$ cat src/rtl/spi_master_apb_regif.sv
// APB register front end for the SPI master: configuration registers,
// command strobes and wait-stated TX/RX FIFO access with timeout.
module spi_master_apb_regif #(
    parameter int APB_ADDR_WIDTH   = 12,
    parameter int LOG_BUFFER_DEPTH = 4,
    parameter int NUM_CS           = 4,
    parameter int CLKDIV_WIDTH     = 16,
    parameter int WAIT_TIMEOUT     = 255
) (
    input  logic                        HCLK,
    input  logic                        HRESET,
    input  logic [APB_ADDR_WIDTH-1:0]   PADDR,
    input  logic [31:0]                 PWDATA,
    input  logic                        PWRITE,
    input  logic                        PSEL,
    input  logic                        PENABLE,
    output logic [31:0]                 PRDATA,
    output logic                        PREADY,
    output logic                        PSLVERR,
    output logic [CLKDIV_WIDTH-1:0]     spi_clk_div,
    output logic                        spi_clk_div_valid,
    output logic                        spi_cpol,
    output logic                        spi_cpha,
    output logic [31:0]                 spi_cmd,
    output logic [31:0]                 spi_addr,
    output logic [5:0]                  spi_cmd_len,
    output logic [5:0]                  spi_addr_len,
    output logic [15:0]                 spi_data_len,
    output logic [15:0]                 spi_dummy_rd,
    output logic [15:0]                 spi_dummy_wr,
    output logic [NUM_CS-1:0]           spi_csreg,
    output logic [LOG_BUFFER_DEPTH:0]   spi_int_th_tx,
    output logic [LOG_BUFFER_DEPTH:0]   spi_int_th_rx,
    output logic                        spi_int_en,
    input  logic [31:0]                 spi_status,
    input  logic [31:0]                 spi_int_status,
    input  logic                        spi_busy,
    output logic                        spi_rd,
    output logic                        spi_wr,
    output logic                        spi_qrd,
    output logic                        spi_qwr,
    output logic                        spi_swrst,
    output logic [31:0]                 spi_data_tx,
    output logic                        spi_data_tx_valid,
    input  logic                        spi_data_tx_ready,
    input  logic [31:0]                 spi_data_rx,
    input  logic                        spi_data_rx_valid,
    output logic                        spi_data_rx_ready
);

    localparam int CW = (WAIT_TIMEOUT < 2) ? 1 : $clog2(WAIT_TIMEOUT + 1);
    localparam int TW = LOG_BUFFER_DEPTH + 1;

    typedef enum logic [1:0] {IDLE, TX_WAIT, RX_WAIT} state_t;

    state_t         state, state_n;
    logic [CW-1:0]  cnt, cnt_n;
    logic [3:0]     idx;
    logic [3:0]     errsta, err_set, w1c;
    logic [31:0]    rdata;
    logic           access, is_tx, is_rx, timeout;
    logic           tx_done, rx_done, bad, busy_rej, wr_ok, rd_ok;
    logic           unused_addr;

    assign unused_addr = ^{PADDR[APB_ADDR_WIDTH-1:6], PADDR[1:0]};

    // Reset masks any in-flight access so nothing is pushed or popped.
    assign access = PSEL & PENABLE & ~HRESET;
    assign idx    = PADDR[5:2];
    assign is_tx  = access & PWRITE & (idx == 4'h6);
    assign is_rx  = access & ~PWRITE & (idx == 4'h8);

    assign timeout = (state != IDLE) && (cnt == CW'(WAIT_TIMEOUT));
    assign tx_done = is_tx & (spi_data_tx_ready | timeout);
    assign rx_done = is_rx & (spi_data_rx_valid | timeout);

    always_comb begin
        bad = 1'b0;
        case (idx)
            4'h6:                   bad = ~PWRITE;
            4'h8, 4'hA:             bad = PWRITE;
            4'h7, 4'hD, 4'hE, 4'hF: bad = 1'b1;
            default:                bad = 1'b0;
        endcase
        bad = bad & access;
    end

    assign busy_rej = access & PWRITE & (idx == 4'h0)
                    & spi_busy & (|PWDATA[3:0]);
    assign wr_ok    = access & PWRITE & ~bad & ~busy_rej;
    assign rd_ok    = access & ~PWRITE & ~bad;

    assign w1c     = (wr_ok && idx == 4'hC) ? PWDATA[3:0] : 4'b0;
    assign err_set = {bad, busy_rej, is_rx & timeout, is_tx & timeout};

    assign PREADY  = ~((is_tx & ~tx_done) | (is_rx & ~rx_done));
    assign PSLVERR = bad | busy_rej | ((is_tx | is_rx) & timeout);
    assign PRDATA  = rd_ok ? rdata : 32'h0;

    assign spi_data_tx       = is_tx ? PWDATA : 32'h0;
    assign spi_data_tx_valid = is_tx & ~timeout;
    assign spi_data_rx_ready = is_rx & spi_data_rx_valid & ~timeout;

    always_comb begin
        state_n = IDLE;
        cnt_n   = '0;
        if (is_tx && !tx_done) begin
            state_n = TX_WAIT;
            cnt_n   = cnt + 1'b1;
        end else if (is_rx && !rx_done) begin
            state_n = RX_WAIT;
            cnt_n   = cnt + 1'b1;
        end
    end

    always_comb begin
        rdata = 32'h0;
        case (idx)
            4'h0: rdata = spi_status;
            4'h1: rdata[CLKDIV_WIDTH-1:0] = spi_clk_div;
            4'h2: rdata = spi_cmd;
            4'h3: rdata = spi_addr;
            4'h4: rdata = {spi_data_len, 2'b0, spi_addr_len,
                           2'b0, spi_cmd_len};
            4'h5: rdata = {spi_dummy_wr, spi_dummy_rd};
            4'h8: rdata = spi_data_rx_ready ? spi_data_rx : 32'h0;
            4'h9: begin
                rdata[TW-1:0]   = spi_int_th_tx;
                rdata[8 +: TW]  = spi_int_th_rx;
                rdata[31]       = spi_int_en;
            end
            4'hA: rdata = spi_int_status;
            4'hB: rdata = {30'b0, spi_cpha, spi_cpol};
            4'hC: rdata = {28'b0, errsta};
            default: rdata = 32'h0;
        endcase
    end

    always_ff @(posedge HCLK) begin
        if (HRESET) begin
            state             <= IDLE;
            cnt               <= '0;
            errsta            <= '0;
            spi_clk_div       <= '0;
            spi_clk_div_valid <= 1'b0;
            spi_cpol          <= 1'b0;
            spi_cpha          <= 1'b0;
            spi_cmd           <= '0;
            spi_addr          <= '0;
            spi_cmd_len       <= '0;
            spi_addr_len      <= '0;
            spi_data_len      <= '0;
            spi_dummy_rd      <= '0;
            spi_dummy_wr      <= '0;
            spi_csreg         <= '0;
            spi_int_th_tx     <= '0;
            spi_int_th_rx     <= '0;
            spi_int_en        <= 1'b0;
            spi_rd            <= 1'b0;
            spi_wr            <= 1'b0;
            spi_qrd           <= 1'b0;
            spi_qwr           <= 1'b0;
            spi_swrst         <= 1'b0;
        end else begin
            state             <= state_n;
            cnt               <= cnt_n;
            errsta            <= (errsta & ~w1c) | err_set;
            spi_clk_div_valid <= 1'b0;
            spi_rd            <= 1'b0;
            spi_wr            <= 1'b0;
            spi_qrd           <= 1'b0;
            spi_qwr           <= 1'b0;
            // Soft reset is honoured even when the command bits are rejected.
            spi_swrst <= access & PWRITE & (idx == 4'h0) & PWDATA[4];
            if (wr_ok) begin
                case (idx)
                    4'h0: begin
                        spi_rd    <= PWDATA[0];
                        spi_wr    <= PWDATA[1];
                        spi_qrd   <= PWDATA[2];
                        spi_qwr   <= PWDATA[3];
                        spi_csreg <= PWDATA[8 +: NUM_CS];
                    end
                    4'h1: begin
                        spi_clk_div       <= PWDATA[CLKDIV_WIDTH-1:0];
                        spi_clk_div_valid <= 1'b1;
                    end
                    4'h2: spi_cmd  <= PWDATA;
                    4'h3: spi_addr <= PWDATA;
                    4'h4: begin
                        spi_cmd_len  <= PWDATA[5:0];
                        spi_addr_len <= PWDATA[13:8];
                        spi_data_len <= PWDATA[31:16];
                    end
                    4'h5: begin
                        spi_dummy_rd <= PWDATA[15:0];
                        spi_dummy_wr <= PWDATA[31:16];
                    end
                    4'h9: begin
                        spi_int_th_tx <= PWDATA[TW-1:0];
                        spi_int_th_rx <= PWDATA[8 +: TW];
                        spi_int_en    <= PWDATA[31];
                    end
                    4'hB: begin
                        spi_cpol <= PWDATA[0];
                        spi_cpha <= PWDATA[1];
                    end
                    default: ;
                endcase
            end
        end
    end

endmodule
$ cat config.mk
export PLATFORM = sky130hd
export DESIGN_NAME = spi_master_apb_regif
export DESIGN_NICKNAME = d
export VERILOG_FILES = /design/src/rtl/spi_master_apb_regif.sv
export SDC_FILE = /design/constraint.sdc
export NUM_CORES = 1
export LEC_CHECK = 0
export CAP_MARGIN = 20
export CORE_AREA = 2 2 145 147
export DETAILED_ROUTE_END_ITERATION = 6
export DIE_AREA = 0 0 147 149
export PLACE_DENSITY = 0.81
export SLEW_MARGIN = 25
export SYNTH_ARGS = -nofsm -noshare
export SYNTH_HDL_FRONTEND = slang
export SYNTH_SLANG_ARGS = --single-unit
$ cat constraint.sdc
create_clock -name HCLK -period 3.05 [get_ports HCLK]
set_input_delay 0.61 -clock HCLK [delete_from_list [all_inputs] [get_ports HCLK]]
set_output_delay 0.61 -clock HCLK [all_outputs]
set_load 0.01 [all_outputs]
==> run_results.csv, run 1 <==
group,metric,value,unit
clocking,clk_latency,430,ps
worst_setup_path,critPathTopFamily,"simple AND/OR/NAND/NOR gates",
worst_setup_path,ff2ff_path_depth,6,
floorplanning,start_util,42.03,%
sta,fin_crit,3004,ps
floorplanning,io_pins,379,
drt,drt_iter0_markers,1090,
worst_setup_path,slowest_stage,"or4b_4",
power,peakVddDrop,0.0003475,V
synth,synth-edff-count,0,
synth,ys_warn_count,0,
sta,drv_slew,0,
grt,antenna_found_initial,2,
clocking,clk_pin_slew,80,ps
worst_setup_path,path_class,"in -> out",
grt,busiest_layer,"met2",
final_layout,n_fill_cell,1618,
final_layout,utilization,69.81,%
clocking,root_buffer,"clkbuf_16",
placement,dp_hpwl,28670,um
drt,drtAntennaViolNets,0,
grt,grt_pass1_wl,61070,um
placement,gp_congestion,0.9223,
worst_setup_path,cp.required,2440,ps
clocking,cts_made_buffers,17,
synth,ys_seq_elements,177,
placement,dp_slack,-611.7,ps
worst_setup_path,crit_top_cell,"buf_12",
clocking,cts.sinks,177,
sta,fmax,0.3329,GHz
power,powerDensity,353.0,mW/mm^2
synth,synth_cell_types,57,
final_layout,area_growth,66.09,%
synth,synthFlopType,"dfxtp_1",
grt,grt_pass1_vias,10080,
synth,synth_common_cells,"nand2_1, dfxtp_1, a21oi_1, nor2_1, clkbuf_1",
worst_setup_path,startpoint_type,"input pin",
floorplanning,die_y,149,um
power,leakagePower,0.005335,uW
worst_setup_path,crit_chain,"buf_2 > or4b_4 > nor3_4 > buf_12 > buf_12 > buf_16 > nand3_1 > a31oi_1 > clkdlybuf4s15_2",
drt,wl_per_cell,23.14,um
flow_run,cap_viol_max_count,0,
sta,finalSetupViolCount,0,
synth,syn_nets,1238,
synth,synth_top_cells_by_area,"dfxtp_1, nand2_1, a21oi_1",
worst_setup_path,crit_buf_inv,5,
sta,hold_violations,0,
status,status,"complete, no violations",
grt,grtUsageMet2,58.22,%
floorplanning,row_count,53,
synth,yosysTopAreaCell,"dfxtp_1",
drt,viasPerCell,5.865,
final_layout,drive_above_1_share,16.07,%
grt,grt_usage,36.62,%
worst_setup_path,crit_path_max_fanout,8,
synth,ys_seq_area_share,41.01,%
drt,vias,10640,
sta,post-route-period-util,98.48,%
clocking,ctsHtreeMaxLevel,4,
synth,yosysMostFrequentCell,"nand2_1",
drt,firstDrtPassIters,6,
worst_setup_path,max_stage_delay,550,ps
grt,use_met1,46.41,%
floorplanning,die_area,0.02190,mm^2
final_layout,nets,1673,
grt,globalRouteMet3Util,9.174,%
final_layout,final_cells,1814,
sta,finClkSkew,6.188,ps
floorplanning,die_x,147,um
min_path,hold_depth,2,
worst_setup_path,cp.depth,9,
synth,ys_async_sr_fraction,0,%
drt,wirelength,41970,um
worst_setup_path,endpoint_kind,"output port",
grt,grt_max_degree,95,
clocking,postCtsHoldBufs,0,
sta,slew_headroom,29.57,%
sta,worst_pin_slew,1056,ps
synth,postSynthCellCount,1089,
grt,grt-ovfl-total,0,
sta,layout_setup_ws,46.48,ps
worst_setup_path,cp.arrival,2390,ps
min_path,hp-class,"reg -> reg",
synth,syn-cell-area,0.008641,mm^2
floorplanning,core-area,0.02056,mm^2
synth,avgSynthCellArea,7.935,um^2
clocking,clockBufferDepth,2,
placement,numPortBuffers,370,
synth,netlist.area_leader.share,41.01,%
clocking,cts_tree,"yes",
drt,drc_errors,0,
placement,dpl.cell_count,1767,
## worst register-to-register path, delay by kind of cell (launching register included)
| family | cells | cell delay, ps |
|---|---|---|
| buffers and inverters | 1 | 340 |
| adder cells (fa/ha/maj) | 1 | 150 |
| AND/OR/NAND/NOR | 3 | 720 |
| flip-flops | 1 | 380 |
| AO/OA/AOI/OAI | 1 | 120 |
## report_power, final
| part | leakage (uW) | total [uW] | switching [uW] | internal, uW |
|---|---|---|---|---|
| sequential | 0.00143 | 2320 | 4.95 | 2310 |
| clock | 0.000267 | 2150 | 1060 | 1090 |
| combinational | 0.00364 | 598 | 290 | 309 |
## area by class of cell
| type | count | area [um^2] | share of cell area [%] |
|---|---|---|---|
| timing repair buffer | 509 | 4996 | 34.81 |
| multi-input combinational | 814 | 4870 | 33.93 |
| sequential | 177 | 3546 | 24.71 |
| clock buffer | 18 | 429.2 | 2.990 |
| tap | 275 | 344.1 | 2.398 |
| clock inverter | 14 | 142.6 | 0.9939 |
| inverter | 5 | 18.77 | 0.1308 |
| antenna | 2 | 5.005 | 0.03487 |
## metal layers
metal | part of all wire (%) | up-vias
met5 | 0 | -
met4 | 5.3 | 0
met3 | 12 | 170
met2 | 46 | 755
met1 | 37 | 5021
li1 | - | 4694
## final timing paths
kind,from,to,slack [ps]
hold / removal,spi_addr[22],spi_addr[22],470
setup / recovery,PADDR[4],PRDATA[1],50
hold reg to reg,spi_addr[22],spi_addr[22],470
setup reg to reg,cnt[0],errsta[0],1270
## sequential cells by signal, summed over array words and instances (netlist names), 6 cells and up
signal	count
spi_cmd_len	6
spi_addr_len	6
spi_dummy_wr	16
cnt	8
spi_dummy_rd	16
spi_addr	32
spi_clk_div	16
spi_data_len	16
spi_cmd	32
## stage by stage
step,power (uW),TNS (ps),instance area (um^2),hold slack [ps]
3_3_place_gp,2936,-32200,13400,440.1
5_1_grt,5185,-0.3282,14350,491.2
3_5_place_dp,2937,-33910,13400,452.7
4_1_cts,5043,-3.039,14280,448.9
6_report,5066,0,14350,470.4
2_1_floorplan,2547,0,8641,429.7
## cells in the final DEF, fill, tap and decap left out, types with 12 or more instances in the layout
cell and count:
clkbuf_16 17, dlygate4sd2_1 18, and2_1 41, buf_4 112, a221oi_1 21, mux2i_1 52
buf_2 12, a21oi_1 138, clkdlybuf4s50_1 314, nor2_1 57, dfxtp_1 175, a22oi_1 32
a31oi_1 25, a22o_1 22, nand2_1 261, nand3_1 36, buf_12 17
## cells by family (layout without fill, tap and decap cells)
group | count (synthesis) | in the layout | synth area share (%)
and+or+nand+nor | 469 | 469 | 25.01
AOI/OAI and AO/OA | 279 | 279 | 20.76
DFF | 177 | 177 | 41.01
buffers and inverters | 98 | 546 | 5.401
muxes | 59 | 59 | 7.066
xor gates and xnor gates | 6 | 6 | 0.6082
adders and majority gates | 1 | 1 | 0.1448
other | 0 | 2 | 0
## repair_timing
item / CTS / global route
buffers inserted: 8 / 1
cloned: 4 / 0
pin swaps: 13 / 4
endpoints found under the setup margin: 68 / 39
gates resized for setup: 120 / 34
Power figures use the tool's default switching activity.
==> run 2: changes to the inputs <==
--- a/config.mk
+++ b/config.mk
@@ -10,7 +10,6 @@
 export DETAILED_ROUTE_END_ITERATION = 6
 export DIE_AREA = 0 0 147 149
 export PLACE_DENSITY = 0.81
-export SLEW_MARGIN = 25
 export SYNTH_ARGS = -nofsm -noshare
 export SYNTH_HDL_FRONTEND = slang
 export SYNTH_SLANG_ARGS = --single-unit
==> results of run 2 <==
Same layout as run 1: the final DEF is identical, and so are final timing and power.
